`src/rtl/dvp_tx_pkg.sv`:
```
// dvp_tx_pkg: types and helpers shared by the DVP transmit and receive paths.
//   dataPort_t      - pixel stream payload {valid, data[23:0] = {r,g,b}}
//   state_t         - transmitter frame FSM states
//   bytes_per_pixel - bytes per pixel for a DATA_FORMAT string
//   pack565/unpack565 - RGB888 <-> RGB565 conversion
package dvp_tx_pkg;

  // Same layout as the shared interface header's pixel port.
  typedef struct packed {
    logic        valid;
    logic [23:0] data;
  } dataPort_t;

  typedef enum logic [2:0] {
    ST_IDLE,
    ST_VSYNC,
    ST_VBACK,
    ST_LINE,
    ST_HBLANK,
    ST_VFRONT
  } state_t;

  function automatic int unsigned bytes_per_pixel(input string fmt);
    return (fmt == "RGB565") ? 32'd2 : 32'd3;
  endfunction

  // Truncate to 5/6/5 bits: {r[7:3], g[7:2], b[7:3]}.
  function automatic logic [15:0] pack565(input logic [23:0] rgb);
    return {rgb[23:19], rgb[15:10], rgb[7:3]};
  endfunction

  // Expand back to 8 bits per channel by replicating the channel MSBs.
  function automatic logic [23:0] unpack565(input logic [15:0] p);
    return {p[15:11], p[15:13], p[10:5], p[10:9], p[4:0], p[4:2]};
  endfunction

endpackage

```
`src/rtl/dvp_tx_serializer.sv`:
```
// dvp_tx_serializer: latches one pixel and emits it a byte per clock, MSB first.
//   pclk, rst_n - clock, synchronous active-low reset
//   load        - latch pixel/valid and drive its first byte next cycle
//   shift       - drive the next byte of the latched pixel
//   valid       - pixel valid; an invalid pixel is sent as all-zero bytes
//   pixel       - {r,g,b}
//   data        - registered output byte, 0x00 when neither load nor shift
module dvp_tx_serializer
  import dvp_tx_pkg::*;
#(
  parameter bit RGB565 = 1'b0
) (
  input  logic        pclk,
  input  logic        rst_n,
  input  logic        load,
  input  logic        shift,
  input  logic        valid,
  input  logic [23:0] pixel,
  output logic [7:0]  data
);

  logic [23:0] pix_c;
  logic [23:0] shreg;

  // Byte image of the incoming pixel, left-aligned so byte 0 sits in [23:16].
  always_comb begin
    pix_c = RGB565 ? {pack565(pixel), 8'h00} : pixel;
    if (!valid) pix_c = '0;
  end

  always_ff @(posedge pclk) begin
    if (!rst_n) begin
      shreg <= '0;
      data  <= '0;
    end else if (load) begin
      data  <= pix_c[23:16];
      shreg <= {pix_c[15:0], 8'h00};
    end else if (shift) begin
      data  <= shreg[23:16];
      shreg <= {shreg[15:0], 8'h00};
    end else begin
      data  <= '0;
      shreg <= '0;
    end
  end

endmodule

```
`src/rtl/dvp_tx.sv`:
```
// dvp_tx: DVP camera-port transmitter (vsync/href/8-bit data) from an RGB pixel stream.
//   pclk, rst_n - clock, synchronous active-low reset
//   enable      - start a frame from IDLE / chain another frame at end of V_FRONT
//   in          - pixel stream {valid, data}
//   inReady     - combinational; pixel taken at the coming edge
//   vsync, href - frame sync and line valid, active high
//   data        - pixel byte, 0x00 while href is low
//   busy        - any state but IDLE
//   underflow   - sticky, set when a pixel slot found in.valid low; cleared at vsync
module dvp_tx
  import dvp_tx_pkg::*;
#(
  parameter int unsigned WIDTH       = 16,
  parameter int unsigned HEIGHT      = 16,
  parameter string       DATA_FORMAT = "RGB888",
  parameter int unsigned VSYNC_LEN   = 4,
  parameter int unsigned V_BACK      = 8,
  parameter int unsigned H_BLANK     = 8,
  parameter int unsigned V_FRONT     = 8
) (
  input  logic       pclk,
  input  logic       rst_n,
  input  logic       enable,
  input  dataPort_t  in,
  output logic       inReady,
  output logic       vsync,
  output logic       href,
  output logic [7:0] data,
  output logic       busy,
  output logic       underflow
);

  localparam int unsigned BYTES     = bytes_per_pixel(DATA_FORMAT);
  localparam int unsigned M1        = (VSYNC_LEN > V_BACK) ? VSYNC_LEN : V_BACK;
  localparam int unsigned M2        = (H_BLANK > V_FRONT) ? H_BLANK : V_FRONT;
  localparam int unsigned BLANK_MAX = (M1 > M2) ? M1 : M2;
  localparam int unsigned CW        = (BLANK_MAX > 1) ? $clog2(BLANK_MAX) : 1;
  localparam int unsigned BW        = (BYTES > 1) ? $clog2(BYTES) : 1;
  localparam int unsigned HW        = (WIDTH > 1) ? $clog2(WIDTH) : 1;
  localparam int unsigned VW        = (HEIGHT > 1) ? $clog2(HEIGHT) : 1;

  state_t          state, state_nxt;
  logic [CW-1:0]   cnt, cnt_nxt;
  logic [BW-1:0]   byte_idx, byte_nxt;
  logic [HW-1:0]   h_cnt, h_nxt;
  logic [VW-1:0]   v_cnt, v_nxt;
  logic            blank_last;

  // Next state, counters, and the pixel request one cycle ahead of each first byte.
  always_comb begin
    state_nxt  = state;
    cnt_nxt    = cnt;
    byte_nxt   = byte_idx;
    h_nxt      = h_cnt;
    v_nxt      = v_cnt;
    blank_last = 1'b0;
    inReady    = 1'b0;
    case (state)
      ST_IDLE: begin
        if (enable) begin
          state_nxt = ST_VSYNC;
          cnt_nxt   = '0;
          byte_nxt  = '0;
          h_nxt     = '0;
          v_nxt     = '0;
        end
      end
      ST_VSYNC: begin
        blank_last = (cnt == CW'(VSYNC_LEN - 1));
        cnt_nxt    = blank_last ? '0 : cnt + CW'(1);
        if (blank_last) state_nxt = ST_VBACK;
      end
      ST_VBACK: begin
        blank_last = (cnt == CW'(V_BACK - 1));
        cnt_nxt    = blank_last ? '0 : cnt + CW'(1);
        inReady    = blank_last;
        if (blank_last) state_nxt = ST_LINE;
      end
      ST_LINE: begin
        if (byte_idx == BW'(BYTES - 1)) begin
          byte_nxt = '0;
          if (h_cnt == HW'(WIDTH - 1)) begin
            h_nxt     = '0;
            state_nxt = ST_HBLANK;
          end else begin
            h_nxt   = h_cnt + HW'(1);
            inReady = 1'b1;
          end
        end else begin
          byte_nxt = byte_idx + BW'(1);
        end
      end
      ST_HBLANK: begin
        blank_last = (cnt == CW'(H_BLANK - 1));
        cnt_nxt    = blank_last ? '0 : cnt + CW'(1);
        if (blank_last) begin
          if (v_cnt == VW'(HEIGHT - 1)) begin
            v_nxt     = '0;
            state_nxt = ST_VFRONT;
          end else begin
            v_nxt     = v_cnt + VW'(1);
            inReady   = 1'b1;
            state_nxt = ST_LINE;
          end
        end
      end
      ST_VFRONT: begin
        blank_last = (cnt == CW'(V_FRONT - 1));
        cnt_nxt    = blank_last ? '0 : cnt + CW'(1);
        if (blank_last) begin
          state_nxt = enable ? ST_VSYNC : ST_IDLE;
          byte_nxt  = '0;
          h_nxt     = '0;
          v_nxt     = '0;
        end
      end
      default: state_nxt = ST_IDLE;
    endcase
  end

  // State, counters and registered outputs all follow the next state.
  always_ff @(posedge pclk) begin
    if (!rst_n) begin
      state     <= ST_IDLE;
      cnt       <= '0;
      byte_idx  <= '0;
      h_cnt     <= '0;
      v_cnt     <= '0;
      vsync     <= 1'b0;
      href      <= 1'b0;
      busy      <= 1'b0;
      underflow <= 1'b0;
    end else begin
      state    <= state_nxt;
      cnt      <= cnt_nxt;
      byte_idx <= byte_nxt;
      h_cnt    <= h_nxt;
      v_cnt    <= v_nxt;
      vsync    <= (state_nxt == ST_VSYNC);
      href     <= (state_nxt == ST_LINE);
      busy     <= (state_nxt != ST_IDLE);
      if (state_nxt == ST_VSYNC && state != ST_VSYNC) underflow <= 1'b0;
      else if (inReady && !in.valid)                 underflow <= 1'b1;
    end
  end

  // A missing pixel still consumes its slot; it is sent as zero bytes.
  dvp_tx_serializer #(
    .RGB565 (BYTES == 2)
  ) u_ser (
    .pclk  (pclk),
    .rst_n (rst_n),
    .load  (inReady),
    .shift (state_nxt == ST_LINE),
    .valid (in.valid),
    .pixel (in.data),
    .data  (data)
  );

endmodule

```
`config.mk`:
```
export PLATFORM = sky130hd
export DESIGN_NAME = dvp_tx
export DESIGN_NICKNAME = d
export VERILOG_FILES = /design/src/rtl/dvp_tx_pkg.sv /design/src/rtl/dvp_tx_serializer.sv /design/src/rtl/dvp_tx.sv
export SDC_FILE = /design/constraint.sdc
export NUM_CORES = 1
export LEC_CHECK = 0
export ABC_AREA = 1
export ABC_CLOCK_PERIOD_IN_PS = 2300
export BUFFER_PORTS_ARGS = -buffer_cell sky130_fd_sc_hd__buf_2
export CORE_MARGIN = 2
export CORE_UTILIZATION = 55
export DETAILED_ROUTE_END_ITERATION = 8
export GPL_ROUTABILITY_DRIVEN = 0
export PLACE_DENSITY = 0.77
export SYNTH_ARGS = -nofsm -noshare
export SYNTH_HDL_FRONTEND = slang
export SYNTH_SLANG_ARGS = --single-unit
```
`constraint.sdc`:
```
create_clock -name pclk -period 2.3 [get_ports pclk]
set_input_delay 0.575 -clock pclk [delete_from_list [all_inputs] [get_ports pclk]]
set_output_delay 0.575 -clock pclk [all_outputs]
set_load 0.01 [all_outputs]
```
### Yosys cells after proc, flatten, opt, wreduce, memory -nomap -nowiden

Cells that the tools add are included.

| storage, ports and cells | value |
|---|---|
| flip-flop bits (word level) | 52 |
| input bits | 28 |
| output and inout port bits | 13 |
| logic and storage cells | 85 |

| cells by class | value |
|---|---|
| $add $sub $neg | 4 |
| eq/ne operators | 17 |
| mux-type cells | 36 |
| bitwise operators | 1 |
| reductions and logical operators | 15 |

Operators with widths:

| operator | count |
|---|---|
| $mux W24 | 3 |
| $mux W3 | 11 |
| $mux W4 | 6 |
| $pmux W4 S3 | 2 |
| $pmux W3 S6 | 1 |
| $mux W8 | 2 |
| $eq A3 B2 Y1 const B | 4 |
| $reduce_bool A3 Y1 | 4 |
| $eq A3 B3 Y1 const B | 3 |
| $pmux W3 S3 | 1 |
| $add A4 B1 Y4 const B | 2 |
| $eq A4 B4 Y1 const B | 2 |
| $ne A2 B2 Y1 const B | 4 |
| $reduce_and A4 Y1 | 2 |
| $eq A3 B1 Y1 const B | 2 |
| $mux W2 | 3 |
| $pmux W2 S3 | 1 |
| $mux W1 | 5 |
| $reduce_or A2 Y1 | 2 |
| $add A3 B1 Y3 const B | 1 |
| $logic_not A3 Y1 | 1 |
| $ne A3 B1 Y1 const B | 1 |
| $pmux W1 S3 | 1 |
| $reduce_and A3 Y1 | 1 |
| other kinds (7) | 8 |

### Logic depth before layout (Yosys ltp)

| depth | value |
|---|---|
| word-level depth | 7 |
| mapped depth | 12 |
| mapped depth without buffers | 12 |

### Cells and area by module

A second synthesis with hierarchy kept.

| unflattened totals | value |
|---|---|
| cells, all modules | 275 |
| area, all modules | 2,099.5 sq um |

By module, submodules not included:

| module | times used | cells an instance | area an instance (sq um) | sequential area each (sq um) |
|---|---|---|---|---|
| dvp_tx | 1 | 174 | 1,147.4 | 400.4 |
| dvp_tx_serializer | 1 | 101 | 952.2 | 480.5 |

### Least setup slack after synthesis

Ideal clock, no wire load.

| timing path | value |
|---|---|
| path type | register -> output |
| start | reg cnt[0] |
| end | out inReady |
| data arrival time | 1,249 ps |
| required time | 1,725 ps |
| setup slack | 476 ps |
| stages on the path, launching flop included | 6 |
| cells stage by stage | dfxtp_1 > ha_1 > ha_1 > nand4_1 > nand3_4 > buf_2 |

| between the ends | value |
|---|---|
| longest elaborated chain between the ends | 3 |

Ends and longest elaborated chain:

| what | line | text |
|---|---|---|
| start, declared | dvp_tx.sv:43 | `logic [CW-1:0] cnt, cnt_nxt;` |
| start signal, assigned | dvp_tx.sv:135 | `cnt <= cnt_nxt;` |
| $eq A3 B3 Y1 (*) | dvp_tx.sv:74, dvp_tx.sv:94 |  |
| $mux W1 | dvp_tx.sv:96 | `if (blank_last) begin` |
| $pmux W1 S3 (*) | dvp_tx.sv:58 | `case (state)` |
| end, declared | dvp_tx.sv:25 | `output logic inReady,` |

Mark *: on every way between the ends. The rest lies on a longest branch, timed or not.

### Worst setup path in the final report

Ends and elaborated chain as after synthesis.

==> out/summary.txt <==
status = finished, final reports clean
core footprint = 0.00397 mm²
CTS buffer count = 5
IO Port Bufs = 40
drt drc = 0
Final Routed Wirelength = 4.37 mm
pwr/cell area = 534 mW/mm²
register area share after synthesis = 0.389
antenna cell count = 0
crit share post-route = 0.909
Max Cap Viol = 0
first-pass GRT wire length = 7.33 mm
CP endpoint kind = output port
Worst Path Max Fanout = 4
CTS clock-pin slew for the worst setup and hold paths = 0.08 ns
H-tree depth = 2
Die Height = 68.1 µm
routed vias = 1945
die span in x = 68.1 µm
CTS tree = yes
final setup fails = 0
fin. max-slew vios = 0
clk_lat worst skew = 0.30 ns
FF+latch count, synth = 44
Data arrival, critical path = 1.52 ns
kind of critical path = flop to output port
ANT nets after route = 0
count leader, synth = nand2_1
Min-Delay Path Class = flop to flop
Pre-antenna DRT Iters = 4
async set-reset flop share out of synthesis = 0
WP data required = 1.73 ns
Final HPWL DP = 3.19 mm
crit start category = flop
Slew Limit Headroom = 0.648
Ports = 41
leakage power total = 1.28 nW
area grow syn2layout = 13.3%
Synth Flop Type = dfxtp_1
IR drop worst, VDD = 0.409 mV
CTS hold repair buffers = 0
# rows = 23
layout cells sized above 1 = 0.244
drt first-iter violations = 91
post-synth top area cell = dfxtp_1
Hold Crit Start = cnt[1]$_SDFFE_PN0P_
Post-synth EDFFs = 0
Synth Net Count = 339
GRT Util Overall = 0.209
Filler Cell Count = 350
Final nets = 379
initial antenna violation count = 0
worst slew pin tran = 0.527 ns
Initial Util = 0.570
Yosys warnings = 0
routed wire length per instance = 11.1 µm
mean post-synth cell area = 7.44 µm²
Synth Cell Area = 0.00226 mm²
Max Root-Sink Buffers = 2
Final Skew = 0.00928 ns
die area = 0.00464 mm²
total gr overflow = 0
number of global-route vias before repair = 1657
crit path launch = cnt[0]$_SDFFE_PN0P_
top cells by area, synth = dfxtp_1, nand2_1, nand3_1
largest net degree at the start of global routing = 38
Final Hold Viols = 0
clock root cell = clkbuf_8
Synth top cells by count = nand2_1, inv_1, dfxtp_1
vias per inst = 4.94
RSZ-0062 raised after global routing = no
minimum clock period = 2.09 ns
Setup TNS = 0 ns
FF-to-FF Start = cnt[0]$_SDFFE_PN0P_
post_cts resized = 0
Setup Fix Bufs, Post-CTS = 0
top-area cell type share of the netlist area = 0.389
Syn Inst Count = 304
count of different cell masters after synthesis = 29
Fmax = 478 MHz
clock sinks = 44
share of the core filled with cells = 0.645
## placed cells by master, fill, tap and decap left out
cell type and n:
a211oi_1 1, a21oi_1 13, a31oi_1 2, buf_2 40, buf_4 2, clkbuf_8 5
clkinv_2 1, clkinvlp_4 1, dfxtp_1 44, ha_1 7, inv_1 47, inv_2 2
inv_4 2, nand2_1 55, nand2_2 4, nand2_4 2, nand3_1 36, nand3_2 17
nand3_4 1, nand3b_1 1, nand4_1 5, nor2_1 35, nor2_2 2, nor2_4 2
nor2_8 2, nor3_1 4, o21ai_0 7, o21ai_1 1, o21ai_2 1, xor2_1 2
## per-layer routing
| metal | track usage | share of wire | wire (µm) |
|---|---|---|---|
| met1 | 0.294 | 0.50 | 2190 |
| met2 | 0.313 | 0.45 | 1950 |
| met3 | 0.0543 | 0.043 | 187 |
| met4 | 0.0600 | 0.0091 | 40 |
| met5 | 0 | 0 | 0 |
## worst paths after layout
| check | endpoint | slack, ns | depth (start not counted) |
|---|---|---|---|
| min reg2reg | cnt[1]$_SDFFE_PN0P_ | 0.47 | 2 |
| max reg2reg | u_ser.shreg[9]$_SDFF_PN0_ | 0.44 | 9 |
| max | inReady | 0.21 | 5 |
| min | cnt[1]$_SDFFE_PN0P_ | 0.47 | 2 |
## state kept, by name (all words and copies together), names as in the netlist
name	count
vsync	1
busy	1
u_ser.shreg	16
h_cnt	4
u_ser.data	8
state	3
underflow	1
v_cnt	4
cnt	3
href	1
byte_idx	2
## logic make-up after synthesis
| logic type | Yosys count | share of synthesized area |
|---|---|---|
| and+or+nand+nor | 166 | 0.392 |
| DFF | 44 | 0.389 |
| buffers and inverters | 60 | 0.113 |
| xor gates and xnor gates | 2 | 0.00774 |
| AOI/OAI and AO/OA | 25 | 0.0592 |
| adders and majority gates | 7 | 0.0387 |
## power by group
group          total [W]  internal, W  leakage, nW  switching, W
clock           0.000467     0.000206       0.0400      0.000261
sequential      0.000779     0.000771        0.356    0.00000878
combinational   0.000121    0.0000445        0.880     0.0000770
total            0.00137      0.00102         1.28      0.000347
## layout make-up
cell class	count	area (µm²)	share of cell area
multi-input combinational	200	1130	0.439
sequential	44	881	0.344
timing repair buffer	42	215	0.0840
inverter	51	196	0.0767
clock buffer	5	68.8	0.0269
tap	50	62.6	0.0244
clock inverter	2	12.5	0.00488
## per-stage QoR
step | std cells | area (µm²) | setup slack, ns | hold slack, ns | power (W)
2_1_floorplan | 304 | 2260 | 0.476 | 0.444 | 0.000878
3_3_place_gp | 387 | 2480 | 0.521 | 0.458 | 0.000917
3_5_place_dp | 387 | 2480 | 0.450 | 0.465 | 0.000918
4_1_cts | 394 | 2560 | 0.198 | 0.477 | 0.00138
5_1_grt | 394 | 2560 | 0.0986 | 0.475 | 0.00143
6_report | 394 | 2560 | 0.209 | 0.469 | 0.00137
## worst max-delay path, cell delays in order, from the launching register on
cell	delay, ns
dfxtp_1	0.34
ha_1	0.22
ha_1	0.24
nand4_1	0.16
nand3_4	0.12
buf_2	0.14
Power figures use the tool's default switching activity.
